### src/rtl/mc_ctrl.sv
// Multi-cycle MIPS control unit: sequences FETCH/DECODE/EXEC/MEM/WB and drives
// datapath enables and mux selects from the state register and the IR fields.
module mc_ctrl (
  input  logic       clk,
  input  logic       reset,
  input  logic [5:0] op,
  input  logic [5:0] funct,
  input  logic       zero,
  input  logic       mem_ready,
  output logic       mem_req,
  output logic       mem_we,
  output logic       ir_we,
  output logic       pc_we,
  output logic [1:0] npc_sel,
  output logic       reg_we,
  output logic [1:0] reg_dst,
  output logic [1:0] wd_sel,
  output logic       alu_src_b,
  output logic       ext_op,
  output logic [1:0] alu_op,
  output logic [2:0] state,
  output logic       retire,
  output logic       illegal
);

  typedef enum logic [2:0] {
    S_FETCH  = 3'd0,
    S_DECODE = 3'd1,
    S_EXEC   = 3'd2,
    S_MEM    = 3'd3,
    S_WB     = 3'd4
  } state_e;

  localparam logic [5:0] OP_RTYPE = 6'h00;
  localparam logic [5:0] OP_J     = 6'h02;
  localparam logic [5:0] OP_JAL   = 6'h03;
  localparam logic [5:0] OP_BEQ   = 6'h04;
  localparam logic [5:0] OP_ORI   = 6'h0D;
  localparam logic [5:0] OP_LUI   = 6'h0F;
  localparam logic [5:0] OP_LW    = 6'h23;
  localparam logic [5:0] OP_SW    = 6'h2B;

  localparam logic [5:0] FN_JR    = 6'h08;
  localparam logic [5:0] FN_ADDU  = 6'h21;
  localparam logic [5:0] FN_SUBU  = 6'h23;

  localparam logic [1:0] NPC_SEQ  = 2'd0;
  localparam logic [1:0] NPC_BR   = 2'd1;
  localparam logic [1:0] NPC_JMP  = 2'd2;
  localparam logic [1:0] NPC_RS   = 2'd3;

  localparam logic [1:0] DST_RT   = 2'd0;
  localparam logic [1:0] DST_RD   = 2'd1;
  localparam logic [1:0] DST_RA   = 2'd2;

  localparam logic [1:0] WD_ALU   = 2'd0;
  localparam logic [1:0] WD_MEM   = 2'd1;
  localparam logic [1:0] WD_PC    = 2'd2;

  localparam logic [1:0] ALU_ADD  = 2'd0;
  localparam logic [1:0] ALU_SUB  = 2'd1;
  localparam logic [1:0] ALU_OR   = 2'd2;
  localparam logic [1:0] ALU_LUI  = 2'd3;

  state_e state_q, state_d;

  logic is_rtype, is_addu, is_subu, is_jr;
  logic is_j, is_jal, is_beq, is_ori, is_lui, is_lw, is_sw;
  logic is_legal;

  // Instruction decode from the IR fields, valid from DECODE through WB.
  assign is_rtype = (op == OP_RTYPE);
  assign is_addu  = is_rtype && (funct == FN_ADDU);
  assign is_subu  = is_rtype && (funct == FN_SUBU);
  assign is_jr    = is_rtype && (funct == FN_JR);
  assign is_j     = (op == OP_J);
  assign is_jal   = (op == OP_JAL);
  assign is_beq   = (op == OP_BEQ);
  assign is_ori   = (op == OP_ORI);
  assign is_lui   = (op == OP_LUI);
  assign is_lw    = (op == OP_LW);
  assign is_sw    = (op == OP_SW);
  assign is_legal = is_addu | is_subu | is_jr | is_j | is_jal | is_beq |
                    is_ori | is_lui | is_lw | is_sw;

  // NOTE: sequential state uses non-blocking assignments only; the reset is
  // sampled on the clock edge, so it is synchronous by construction.
  always_ff @(posedge clk) begin
    if (reset) state_q <= S_FETCH;
    else       state_q <= state_d;
  end

  // NOTE: every combinational output gets a default before the case so that no
  // path leaves it unassigned, which would infer a latch.
  always_comb begin
    state_d = state_q;
    case (state_q)
      S_FETCH:  if (mem_ready) state_d = S_DECODE;
      S_DECODE: begin
        if (is_j || is_jal || !is_legal) state_d = S_FETCH;
        else                             state_d = S_EXEC;
      end
      S_EXEC: begin
        if (is_lw || is_sw)       state_d = S_MEM;
        else if (is_beq || is_jr) state_d = S_FETCH;
        else                      state_d = S_WB;
      end
      S_MEM:    if (mem_ready) state_d = is_sw ? S_FETCH : S_WB;
      S_WB:     state_d = S_FETCH;
      default:  state_d = S_FETCH;
    endcase
  end

  always_comb begin
    mem_req   = 1'b0;
    mem_we    = 1'b0;
    ir_we     = 1'b0;
    pc_we     = 1'b0;
    npc_sel   = NPC_SEQ;
    reg_we    = 1'b0;
    reg_dst   = DST_RT;
    wd_sel    = WD_ALU;
    alu_src_b = 1'b0;
    ext_op    = 1'b0;
    alu_op    = ALU_ADD;
    retire    = 1'b0;
    illegal   = 1'b0;

    case (state_q)
      S_FETCH: begin
        mem_req = 1'b1;
        if (mem_ready) begin
          ir_we = 1'b1;
          pc_we = 1'b1;
        end
      end
      S_DECODE: begin
        if (is_j || is_jal) begin
          pc_we   = 1'b1;
          npc_sel = NPC_JMP;
          retire  = 1'b1;
          if (is_jal) begin
            reg_we  = 1'b1;
            reg_dst = DST_RA;
            wd_sel  = WD_PC;
          end
        end else if (!is_legal) begin
          illegal = 1'b1;
        end
      end
      S_EXEC: begin
        if (is_addu || is_subu) begin
          alu_op = is_subu ? ALU_SUB : ALU_ADD;
        end else if (is_ori) begin
          alu_src_b = 1'b1;
          alu_op    = ALU_OR;
        end else if (is_lui) begin
          alu_src_b = 1'b1;
          alu_op    = ALU_LUI;
        end else if (is_beq) begin
          alu_op  = ALU_SUB;
          pc_we   = zero;
          npc_sel = NPC_BR;
          retire  = 1'b1;
        end else if (is_jr) begin
          pc_we   = 1'b1;
          npc_sel = NPC_RS;
          retire  = 1'b1;
        end else if (is_lw || is_sw) begin
          alu_src_b = 1'b1;
          ext_op    = 1'b1;
          alu_op    = ALU_ADD;
        end
      end
      S_MEM: begin
        mem_req = 1'b1;
        mem_we  = is_sw;
        retire  = is_sw && mem_ready;
      end
      S_WB: begin
        reg_we  = 1'b1;
        reg_dst = is_rtype ? DST_RD : DST_RT;
        wd_sel  = is_lw ? WD_MEM : WD_ALU;
        retire  = 1'b1;
      end
      default: ;
    endcase

    // Reset abandons the instruction in the same cycle: no request, no writes.
    if (reset) begin
      mem_req   = 1'b0;
      mem_we    = 1'b0;
      ir_we     = 1'b0;
      pc_we     = 1'b0;
      npc_sel   = NPC_SEQ;
      reg_we    = 1'b0;
      reg_dst   = DST_RT;
      wd_sel    = WD_ALU;
      alu_src_b = 1'b0;
      ext_op    = 1'b0;
      alu_op    = ALU_ADD;
      retire    = 1'b0;
      illegal   = 1'b0;
    end
  end

  assign state = state_q;

endmodule

### config.mk
export PLATFORM = sky130hd
export DESIGN_NAME = mc_ctrl
export DESIGN_NICKNAME = d
export VERILOG_FILES = /design/src/rtl/mc_ctrl.sv
export SDC_FILE = /design/constraint.sdc
export NUM_CORES = 1
export LEC_CHECK = 0
export ABC_AREA = 1
export CAP_MARGIN = 5
export CORE_AREA = 2 2 42 44
export CTS_CLUSTER_DIAMETER = 100
export DETAILED_ROUTE_END_ITERATION = 8
export DIE_AREA = 0 0 44 46
export PLACE_DENSITY_LB_ADDON = 0.15
export RECOVER_POWER = 25
export SLEW_MARGIN = 20
export SYNTH_ARGS = -nofsm -noshare
export SYNTH_HDL_FRONTEND = slang
export SYNTH_SLANG_ARGS = --single-unit
### constraint.sdc
create_clock -name clk -period 2.1 [get_ports clk]
set_input_delay 0.525 -clock clk [delete_from_list [all_inputs] [get_ports clk]]
set_output_delay 0.525 -clock clk [all_outputs]
set_load 0.03 [all_outputs]
=== Word level (Yosys, flattened, before mapping) ===
Cells that the tools add are included.

* Word-level logic and storage cells: 112
* Memory bits (writable): 0
* Memories kept: 0
* Flip-flop bits (word level): 3
* ROM bits: 0
* Latch bits: 0

* Equal/unequal tests: 16
* Divide/modulo/power cells: 0
* Magnitude comparators: 0
* $mul: 0
* Bitwise operators: 9
* Reduce and logical (&&, ||, !) cells: 14
* Shift-type cells: 0
* $add $sub $neg: 0
* Multiplexer cells: 72

{| class="wikitable"
|+ Operators with widths
! cell !! count
|-
| $mux W1 || 43
|-
| $mux W2 || 17
|-
| $eq A6 B6 Y1 const B || 4
|-
| $eq A6 B4 Y1 const B || 3
|-
| $mux W3 || 5
|-
| $eq A6 B2 Y1 const B || 2
|-
| $pmux W2 S2 || 3
|-
| $pmux W3 S4 || 1
|-
| $or A1 B1 Y1 || 9
|-
| $eq A3 B2 Y1 const B || 2
|-
| $eq A6 B3 Y1 const B || 1
|-
| $logic_not A6 Y1 || 1
|-
| $logic_or A1 B1 Y1 || 5
|-
| $logic_and A1 B1 Y1 || 4
|-
| $ne A2 B2 Y1 const B || 2
|-
| $pmux W1 S4 || 1
|-
| $eq A3 B1 Y1 const B || 1
|-
| $eq A3 B3 Y1 const B || 1
|-
| $logic_not A3 Y1 || 1
|-
| $pmux W1 S3 || 1
|-
| $pmux W1 S2 || 1
|-
| $reduce_and A2 Y1 || 1
|-
| $reduce_or A2 Y1 || 1
|-
| $logic_not A1 Y1 || 1
|}

=== Depth between registers and ports, before layout ===
Gate-level depths: netlist of the first run.

* Depth after elaboration: 15
* Depth in mapped cells: 10

=== Worst setup path after synthesis of the first run ===
OpenSTA, ideal clock, no wires.

* Path type: register to output
* Start: register state_q[0], in the netlist state[0]
* End: output wd_sel[1]
* Cell stages (with the launch flop): 6
* Buffers on the path: 1
* Required time: 1.575 ns
* Path slack: -0.462 ns
* Data arrival time: 2.037 ns
* Cell sequence: dfxtp_1 > inv_1 > nor3_2 > nand4_1 > nor3_1 > buf_4

* Longest elaborated chain between the ends: 3
* Elaborated cells between the ends (all ways): 4

{| class="wikitable"
|+ RTL lines
! item !! RTL line !! text
|-
| start, declared || 65 || <nowiki>state_e state_q, state_d;</nowiki>
|-
| start signal, assigned || 90 || <nowiki>else state_q <= state_d;</nowiki>
|-
| $eq A3 B3 Y1 or $eq A3 B1 Y1 (tied branches) || 129 || <nowiki>case (state_q)</nowiki>
|-
| $pmux W2 S2 (*) || 129 ||
|-
| $mux W2 (*) || 190 || <nowiki>if (reset) begin</nowiki>
|-
| end, declared || 17 || <nowiki>output logic [1:0] wd_sel,</nowiki>
|}

Mark *: on every way between the ends. The rest lies on a longest branch, timed or not.

=== Final worst setup path of the first run ===
* Start: input op[5]
* End: output pc_we

* Longest elaborated chain between the ends: 9
* Elaborated cells between the ends (all ways): 19

{| class="wikitable"
|+ RTL lines
! item !! RTL line !! text
|-
| start, declared || 6 || <nowiki>input logic [5:0] op,</nowiki>
|-
| $logic_not A6 Y1 || 72 || <nowiki>assign is_rtype = (op == OP_RTYPE);</nowiki>
|-
| $logic_and A1 B1 Y1 || 75 || <nowiki>assign is_jr = is_rtype && (funct == FN_JR);</nowiki>
|-
| $mux W1 || 165 || <nowiki>end else if (is_jr) begin</nowiki>
|-
| $mux W1 || 160 || <nowiki>end else if (is_beq) begin</nowiki>
|-
| $mux W1 || 157 || <nowiki>end else if (is_lui) begin</nowiki>
|-
| $mux W1 || 154 || <nowiki>end else if (is_ori) begin</nowiki>
|-
| $mux W1 || 152 || <nowiki>if (is_addu || is_subu) begin</nowiki>
|-
| $pmux W1 S3 (*) || 129 ||
|-
| $mux W1 (*) || 190 ||
|-
| end, declared || 13 || <nowiki>output logic pc_we,</nowiki>
|}

Marked as above.

==> impl_results.md, run 1 <==
- Pin count of the biggest net entering global routing: 10
- Drt drc: 0
- Failing checks: setup timing
- Initial core utilization: 34.7%
- Critical Path, Cell by Cell: buf_6, nor2_4, buf_6, nand2_1, nor2_2, nor2_4, nor2_2, o21ai_1, a21oi_2, buf_6
- Final hold violation count: 0
- Growth of design area from synthesis to finish: 143%
- Outcome: finished with violations
- Ratio of total power to cell area: 245 nW/um^2
- Synthesized net count: 116
- Critical path's slowest cell: sky130_fd_sc_hd__nor2_2
- Number of rows in the core area: 15
- Highest-count cells in the layout ignoring fill and taps: sky130_fd_sc_hd__buf_4, sky130_fd_sc_hd__buf_6, sky130_fd_sc_hd__inv_1
- Element type at the critical path start: input pin
- Final design instance area without fill: 1360 um^2
- Max reg flops: 3
- Max transition margin: 79.5%
- Worst slack after detailed placement: -0.668 ns
- Worst Tran Pin Value: 0.307 ns
- Cells after synthesis: 100
- Final clock period utilization by the worst path: 105%
- Worst Clk Skew: 0.00636 ns
- Final core utilization: 84.3%
- Register clock-pin slew on the reported worst setup and hold paths: 0.04 ns
- Antenna violations before repair: 0
- Clock tree from TritonCTS: built
- Final critical path time including I/O delays and setup: 2.20 ns
- Overall power consumption: 0.333 mW
- Number of warnings issued by yosys: 0
- Total congestion overflow after global routing: 0
- IO Count: 36
- Post-synthesis instance area: 561 um^2
- Core footprint: 1610 um^2
- Maximum vdd drop: 0.127 mV
- Synth Area per Inst: 5.61 um^2
- Setup repair after global routing missed its margin: yes
- Die extent in x: 44 um
- Routability cong.: 0.824
- Vias in the first global route: 894
- Number of clock buffers inserted by TritonCTS: 3
- Clk sink count: 3
- Sequential area share after synthesis: 10.7%
- Standby leakage power: 0.622 nW
- CP delay by family, top: simple AND/OR/NAND/NOR gates
- Netlist cell types: 24
- Share of final-layout standard cells stronger than drive strength 1: 60.8%
- Area of placed instances: 1090 um^2
- Summed negative setup slack over all endpoints: -0.265 ns
- Vias after detailed routing: 921
- Type of element capturing the critical path: primary output
- Overall track demand over capacity in global routing: 24.5%
- Total Routed Length: 2.39 mm
- Detailed-route vias per instance: 4.90
- Worst Slack Setup Final: -0.105 ns
- Total number of H-tree levels: 1
- Highest net fanout along the worst path: 3
- Worst hold path type: reg2reg
- Drt pass-1 iters: 4
- Seq cells post-synth: 3
- Clock insertion delay at the later pin of the skew report: 0.23 ns
- Worst setup path class: in2out
- Highest Clock Rate: 0.454 GHz
- DPL Wire Length: 1.66 mm
- Count of antenna-violating nets left after detailed routing: 0
- Count of final max-slew check failures: 0
- Diode count: 0
- Max-cap check violation count: 0
- Final setup viols: 6
- Root Buffer Master: sky130_fd_sc_hd__clkbuf_4
- Net count of the finished layout: 188
- Clk buf depth: 2
- Crit path DAT: 1.68 ns
- Buffers plus inverters on the worst setup path: 3
- Most frequent cell on the critical path: sky130_fd_sc_hd__buf_6
- Worst stage delay on the critical path: 0.19 ns
- Total Die Area: 2020 um^2
- Global-route wire length before repair: 3.70 mm
- Commonest non-fill, non-tap cell in the layout: sky130_fd_sc_hd__buf_4
- DRC marker count from the first detailed-route iteration: 8
- Wirelength per Cell: 12.7 um
- Critical path required time: 1.57 ns
- Count of input and output buffers: 35
- Die outline height: 46 um
## metrics by stage
step / hold slack, ns / std cells
floorplan: 0.713 / 100
global placement: 0.676 / 173
detailed placement: 0.694 / 173
CTS: 0.670 / 186
global route: 0.735 / 188
finish: 0.670 / 188
## worst reg2reg max path: stages, from the launching register on
cell                      delay [ns]
sky130_fd_sc_hd__dfxtp_2        0.31
sky130_fd_sc_hd__buf_4          0.14
sky130_fd_sc_hd__nor2_1         0.24
sky130_fd_sc_hd__nand2_1        0.15
sky130_fd_sc_hd__inv_1          0.11
sky130_fd_sc_hd__o21ai_0        0.11
sky130_fd_sc_hd__o21ai_1        0.10
sky130_fd_sc_hd__a21oi_1        0.07
## repair_timing
action | CTS | global route
pin swaps | 19 | 9
buffers inserted | 9 | 2
setup endpoints to repair | 16 | 13
hold buffers | 0 | 0
gates resized for setup | 91 | 16
## cells by family (layout without fill, tap and decap cells)
logic type             after synthesis  after routing  share of synthesized area, %
AND/OR/NAND/NOR                     58             58                          56.7
buffers and inverters               23             94                          16.1
AO/OA/AOI/OAI                       16             16                          16.5
flip-flops                           3              3                          10.7
## synth_stat cells
cell type	count	share of area, %
sky130_fd_sc_hd__a21oi_1	4	3.6
sky130_fd_sc_hd__a21oi_2	1	1.6
sky130_fd_sc_hd__a31oi_1	1	1.1
sky130_fd_sc_hd__buf_4	1	1.3
sky130_fd_sc_hd__clkbuf_1	1	0.67
sky130_fd_sc_hd__dfxtp_1	3	11
sky130_fd_sc_hd__inv_1	20	13
sky130_fd_sc_hd__inv_2	1	0.67
sky130_fd_sc_hd__nand2_1	14	9.4
sky130_fd_sc_hd__nand3_1	9	8.0
sky130_fd_sc_hd__nand3_2	2	3.6
sky130_fd_sc_hd__nand3b_4	1	3.6
sky130_fd_sc_hd__nand4_1	1	1.1
sky130_fd_sc_hd__nor2_1	15	10
sky130_fd_sc_hd__nor2_2	7	7.8
sky130_fd_sc_hd__nor2_4	1	2.0
sky130_fd_sc_hd__nor3_1	4	3.6
sky130_fd_sc_hd__nor3_2	2	3.6
sky130_fd_sc_hd__nor3_4	1	2.9
sky130_fd_sc_hd__nor4_1	1	1.1
sky130_fd_sc_hd__o21a_1	2	2.7
sky130_fd_sc_hd__o21ai_0	1	0.89
sky130_fd_sc_hd__o21ai_1	6	5.4
sky130_fd_sc_hd__o31ai_1	1	1.3
## per-layer routing
layer  track usage [%]  vias up  part of all wire (%)
met5                 0        -                     0
met2              47.6       23                    58
li1                  -      462                     -
met4              10.3        0                  0.75
met1              26.5      434                    38
met3              2.38        2                   3.2
## final cells by class
class,count,area (um^2)
Timing Repair Buffer,69,603
Sequential cell,3,61.3
Tap cell,17,21.3
Fill cell,99,254
Clock buffer,4,26.3
Multi-Input combinational cell,74,569
Inverter,21,78.8
## final timing paths
path / end / slack, ns / cells past startpoint / startpoint
setup / recovery: pc_we / -0.10 / 10 / op[5]
hold reg to reg: state[2]$_SDFFE_PP0P_ / 0.67 / 4 / state[0]$_SDFFE_PP0P_
setup reg to reg: state[0]$_SDFFE_PP0P_ / 0.76 / 7 / state[0]$_SDFFE_PP0P_
hold / removal: state[2]$_SDFFE_PP0P_ / 0.67 / 4 / state[0]$_SDFFE_PP0P_
## power breakdown
| part | internal, mW | switching (mW) |
|---|---|---|
| combinational | 0.0797 | 0.0896 |
| sequential | 0.0599 | 0.00146 |
| clock | 0.0713 | 0.0309 |
| total | 0.211 | 0.122 |
(Power assumes the default switching activity.)
==> run 2: changes to the inputs <==
--- a/config.mk
+++ b/config.mk
@@ -11,6 +11,7 @@
 export CTS_CLUSTER_DIAMETER = 100
 export DETAILED_ROUTE_END_ITERATION = 8
 export DIE_AREA = 0 0 44 46
+export MAX_ROUTING_LAYER = met4
 export PLACE_DENSITY_LB_ADDON = 0.15
 export RECOVER_POWER = 25
 export SLEW_MARGIN = 20
==> run 2 against run 1 <==
Compared with the run above:
- the run still ends with setup timing left
- sequential share of layout area stayed put
- first-iteration DRC count stayed put
- combinational power hardly changed
- design area stayed put
- clock skew hardly changed
- cell count stayed put
- via count is 0.22% lower
- clock power hardly changed
- sequential power hardly changed
- worst setup slack worse by 0.00099 ns
- clock-buffer cell count stayed put
- hold slack better by 0.00082 ns
- critical path type unchanged
- largest cell class unchanged
- largest power group unchanged
==> impl_results.md, run 2 (synthesized netlist as in run 1, its figures left out) <==
- Critical path's slowest cell: sky130_fd_sc_hd__nor2_2
- Type of element capturing the critical path: primary output
- Net count of the finished layout: 188 (unchanged)
- Final hold violation count: 0 (unchanged)
- Highest-count cells in the layout ignoring fill and taps: sky130_fd_sc_hd__buf_4, sky130_fd_sc_hd__buf_6, sky130_fd_sc_hd__inv_1
- Global-route wire length before repair: 3.70 mm (unchanged)
- Clock tree from TritonCTS: built
- Highest net fanout along the worst path: 3 (unchanged)
- Drt drc: 0 (unchanged)
- Number of clock buffers inserted by TritonCTS: 3 (unchanged)
- Register clock-pin slew on the reported worst setup and hold paths: 0.04 ns (about the same)
- Overall power consumption: 0.333 mW (about the same)
- Final design instance area without fill: 1360 um^2 (unchanged)
- Worst hold path type: reg2reg
- Total Die Area: 2020 um^2 (unchanged)
- Critical Path, Cell by Cell: buf_6, nor2_4, buf_6, nand2_1, nor2_2, nor2_4, nor2_2, o21ai_1, a21oi_2, buf_6
- Clk sink count: 3 (unchanged)
- Count of final max-slew check failures: 0 (unchanged)
- CP delay by family, top: simple AND/OR/NAND/NOR gates
- Critical path required time: 1.57 ns (about the same)
- Worst slack after detailed placement: -0.668 ns (unchanged)
- Max transition margin: 79.5% (unchanged)
- Wirelength per Cell: 12.8 um (+0.38%)
- Vias after detailed routing: 919 (-0.22%)
- Worst min-delay path startpoint: state[0]$_SDFFE_PP0P_
- Worst Clk Skew: 0.00641 ns (+0.0000528 ns)
- Total congestion overflow after global routing: 0 (unchanged)
- Most frequent cell on the critical path: sky130_fd_sc_hd__buf_6
- Count of input and output buffers: 35 (unchanged)
- DRC marker count from the first detailed-route iteration: 8 (unchanged)
- Diode count: 0 (unchanged)
- Standby leakage power: 0.622 nW (unchanged)
- Commonest non-fill, non-tap cell in the layout: sky130_fd_sc_hd__buf_4
- Worst-case register-to-register setup slack: 0.76 ns (about the same)
- Outcome: finished with violations
- Buffers plus inverters on the worst setup path: 3 (unchanged)
- Worst Tran Pin Value: 0.307 ns (unchanged)
- Max-cap check violation count: 0 (unchanged)
- Final critical path time including I/O delays and setup: 2.21 ns (+0.000994 ns)
- DPL Wire Length: 1.66 mm (unchanged)
- Setup repair after global routing missed its margin: yes
- Final clock period utilization by the worst path: 105% (about the same)
- Share of final-layout standard cells stronger than drive strength 1: 60.8% (unchanged)
- Clk buf depth: 2 (unchanged)
- Crit path DAT: 1.68 ns (about the same)
- Count of antenna-violating nets left after detailed routing: 0 (unchanged)
- Final setup viols: 6 (unchanged)
- IO Count: 36 (unchanged)
- Worst stage delay on the critical path: 0.19 ns (about the same)
- Number of rows in the core area: 15 (unchanged)
- Antenna violations before repair: 0 (unchanged)
- Max reg flops: 3 (unchanged)
- Sequential cell area: 61.3 um^2 (unchanged)
- Die outline height: 46 um (unchanged)
- Vias in the first global route: 894 (unchanged)
- Root Buffer Master: sky130_fd_sc_hd__clkbuf_4
- Worst R2R Start: state[0]$_SDFFE_PP0P_
- Count of filler cells inserted in the layout: 99 (unchanged)
- Area of placed instances: 1090 um^2 (unchanged)
- Area taken by multi-input logic gates: 569 um^2 (unchanged)
- Capture endpoint of the worst hold path: state[2]$_SDFFE_PP0P_
- Total Routed Length: 2.40 mm (+0.38%)
- Total number of H-tree levels: 1 (unchanged)
- Final core utilization: 84.3% (unchanged)
- Drt pass-1 iters: 4 (unchanged)
- Worst Hold Depth: 4 (unchanged)
- Core footprint: 1610 um^2 (unchanged)
- Pin count of the biggest net entering global routing: 10 (unchanged)
- Failing checks: setup timing
- Maximum vdd drop: 0.127 mV (about the same)
- Initial core utilization: 34.7% (unchanged)
- Clock insertion delay at the later pin of the skew report: 0.23 ns (about the same)
- Ratio of total power to cell area: 245 nW/um^2 (about the same)
- Element type at the critical path start: input pin
- Highest Clock Rate: 0.453 GHz (about the same)
- Number of cells traversed by the worst register-to-register path: 7 (unchanged)
- Worst setup path class: in2out
- Detailed-route vias per instance: 4.89 (-0.22%)
- Die extent in x: 44 um (unchanged)
- Worst Slack Setup Final: -0.106 ns (-0.000994 ns)
- Growth of design area from synthesis to finish: 143% (unchanged)
- Overall track demand over capacity in global routing: 25.2% (+0.72 points)
- Routability cong.: 0.836 (+1.5%)
- Endpoint of the worst-slack reg-to-reg timing path: state[0]$_SDFFE_PP0P_
[run 2: cell counts in the layout (fill, tap and decap cells not counted)]
No cell type changed its count.
[run 2: worst max path at each step]
stage	from	endpoint	slack, ns	depth (start not counted)
after global routing	op[5]	pc_we	-0.18	10
after detailed placement	op[0]	alu_op[1]	-0.67	8
after floorplan	state[0]$_SDFFE_PP0P_	wd_sel[1]	-0.18	5
after global placement	op[0]	ext_op	-0.61	8
after CTS	op[4]	pc_we	-0.12	10
final	op[5]	pc_we	-0.11	10
[run 2: stage by stage]
step           std cells  TNS (ns)  hold WS (ns)
6_report             188    -0.267         0.670
2_1_floorplan        100    -0.247         0.713
4_1_cts              186    -0.421         0.670
3_3_place_gp         173     -5.95         0.676
5_1_grt              188    -0.806         0.735
3_5_place_dp         173     -6.47         0.694
[run 2: per-layer routing]
layer | wire length (um) | track usage [%] | part of all wire (%) | vias up
met5 | 0 | - | 0 | -
met1 | 918 | 26.5 | 38 | 434
met2 | 1400 | 47.6 | 58 | 21
met4 | 18 | 10.3 | 0.75 | 0
li1 | - | - | - | 462
met3 | 68 | 2.38 | 2.8 | 2
[run 2: area by class of cell]
class	count	area share [%]
Clock buffer	4	1.93
Inverter	21	5.80
Multi-Input combinational cell	74	41.9
Sequential cell	3	4.51
Tap cell	17	1.56
Timing Repair Buffer	69	44.3
[run 2: report_power, final]
group          switching (mW)  total [mW]  internal [mW]
clock network          0.0309       0.102         0.0713
logic                  0.0898       0.170         0.0798
registers             0.00146      0.0613         0.0599
[run 2: timing repair]
item | 4_1_cts | 5_1_grt
endpoints found under the setup margin | 16 | 13
hold buffers | 0 | 0
gates resized for setup | 91 | 16
setup buffers | 9 | 2
pin swaps | 19 | 9
[run 2: worst register-to-register path, cell delays in order, from the launching register on]
cell	delay [ns]
sky130_fd_sc_hd__dfxtp_2	0.31
sky130_fd_sc_hd__buf_4	0.14
sky130_fd_sc_hd__nor2_1	0.24
sky130_fd_sc_hd__nand2_1	0.15
sky130_fd_sc_hd__inv_1	0.11
sky130_fd_sc_hd__o21ai_0	0.11
sky130_fd_sc_hd__o21ai_1	0.10
sky130_fd_sc_hd__a21oi_1	0.07
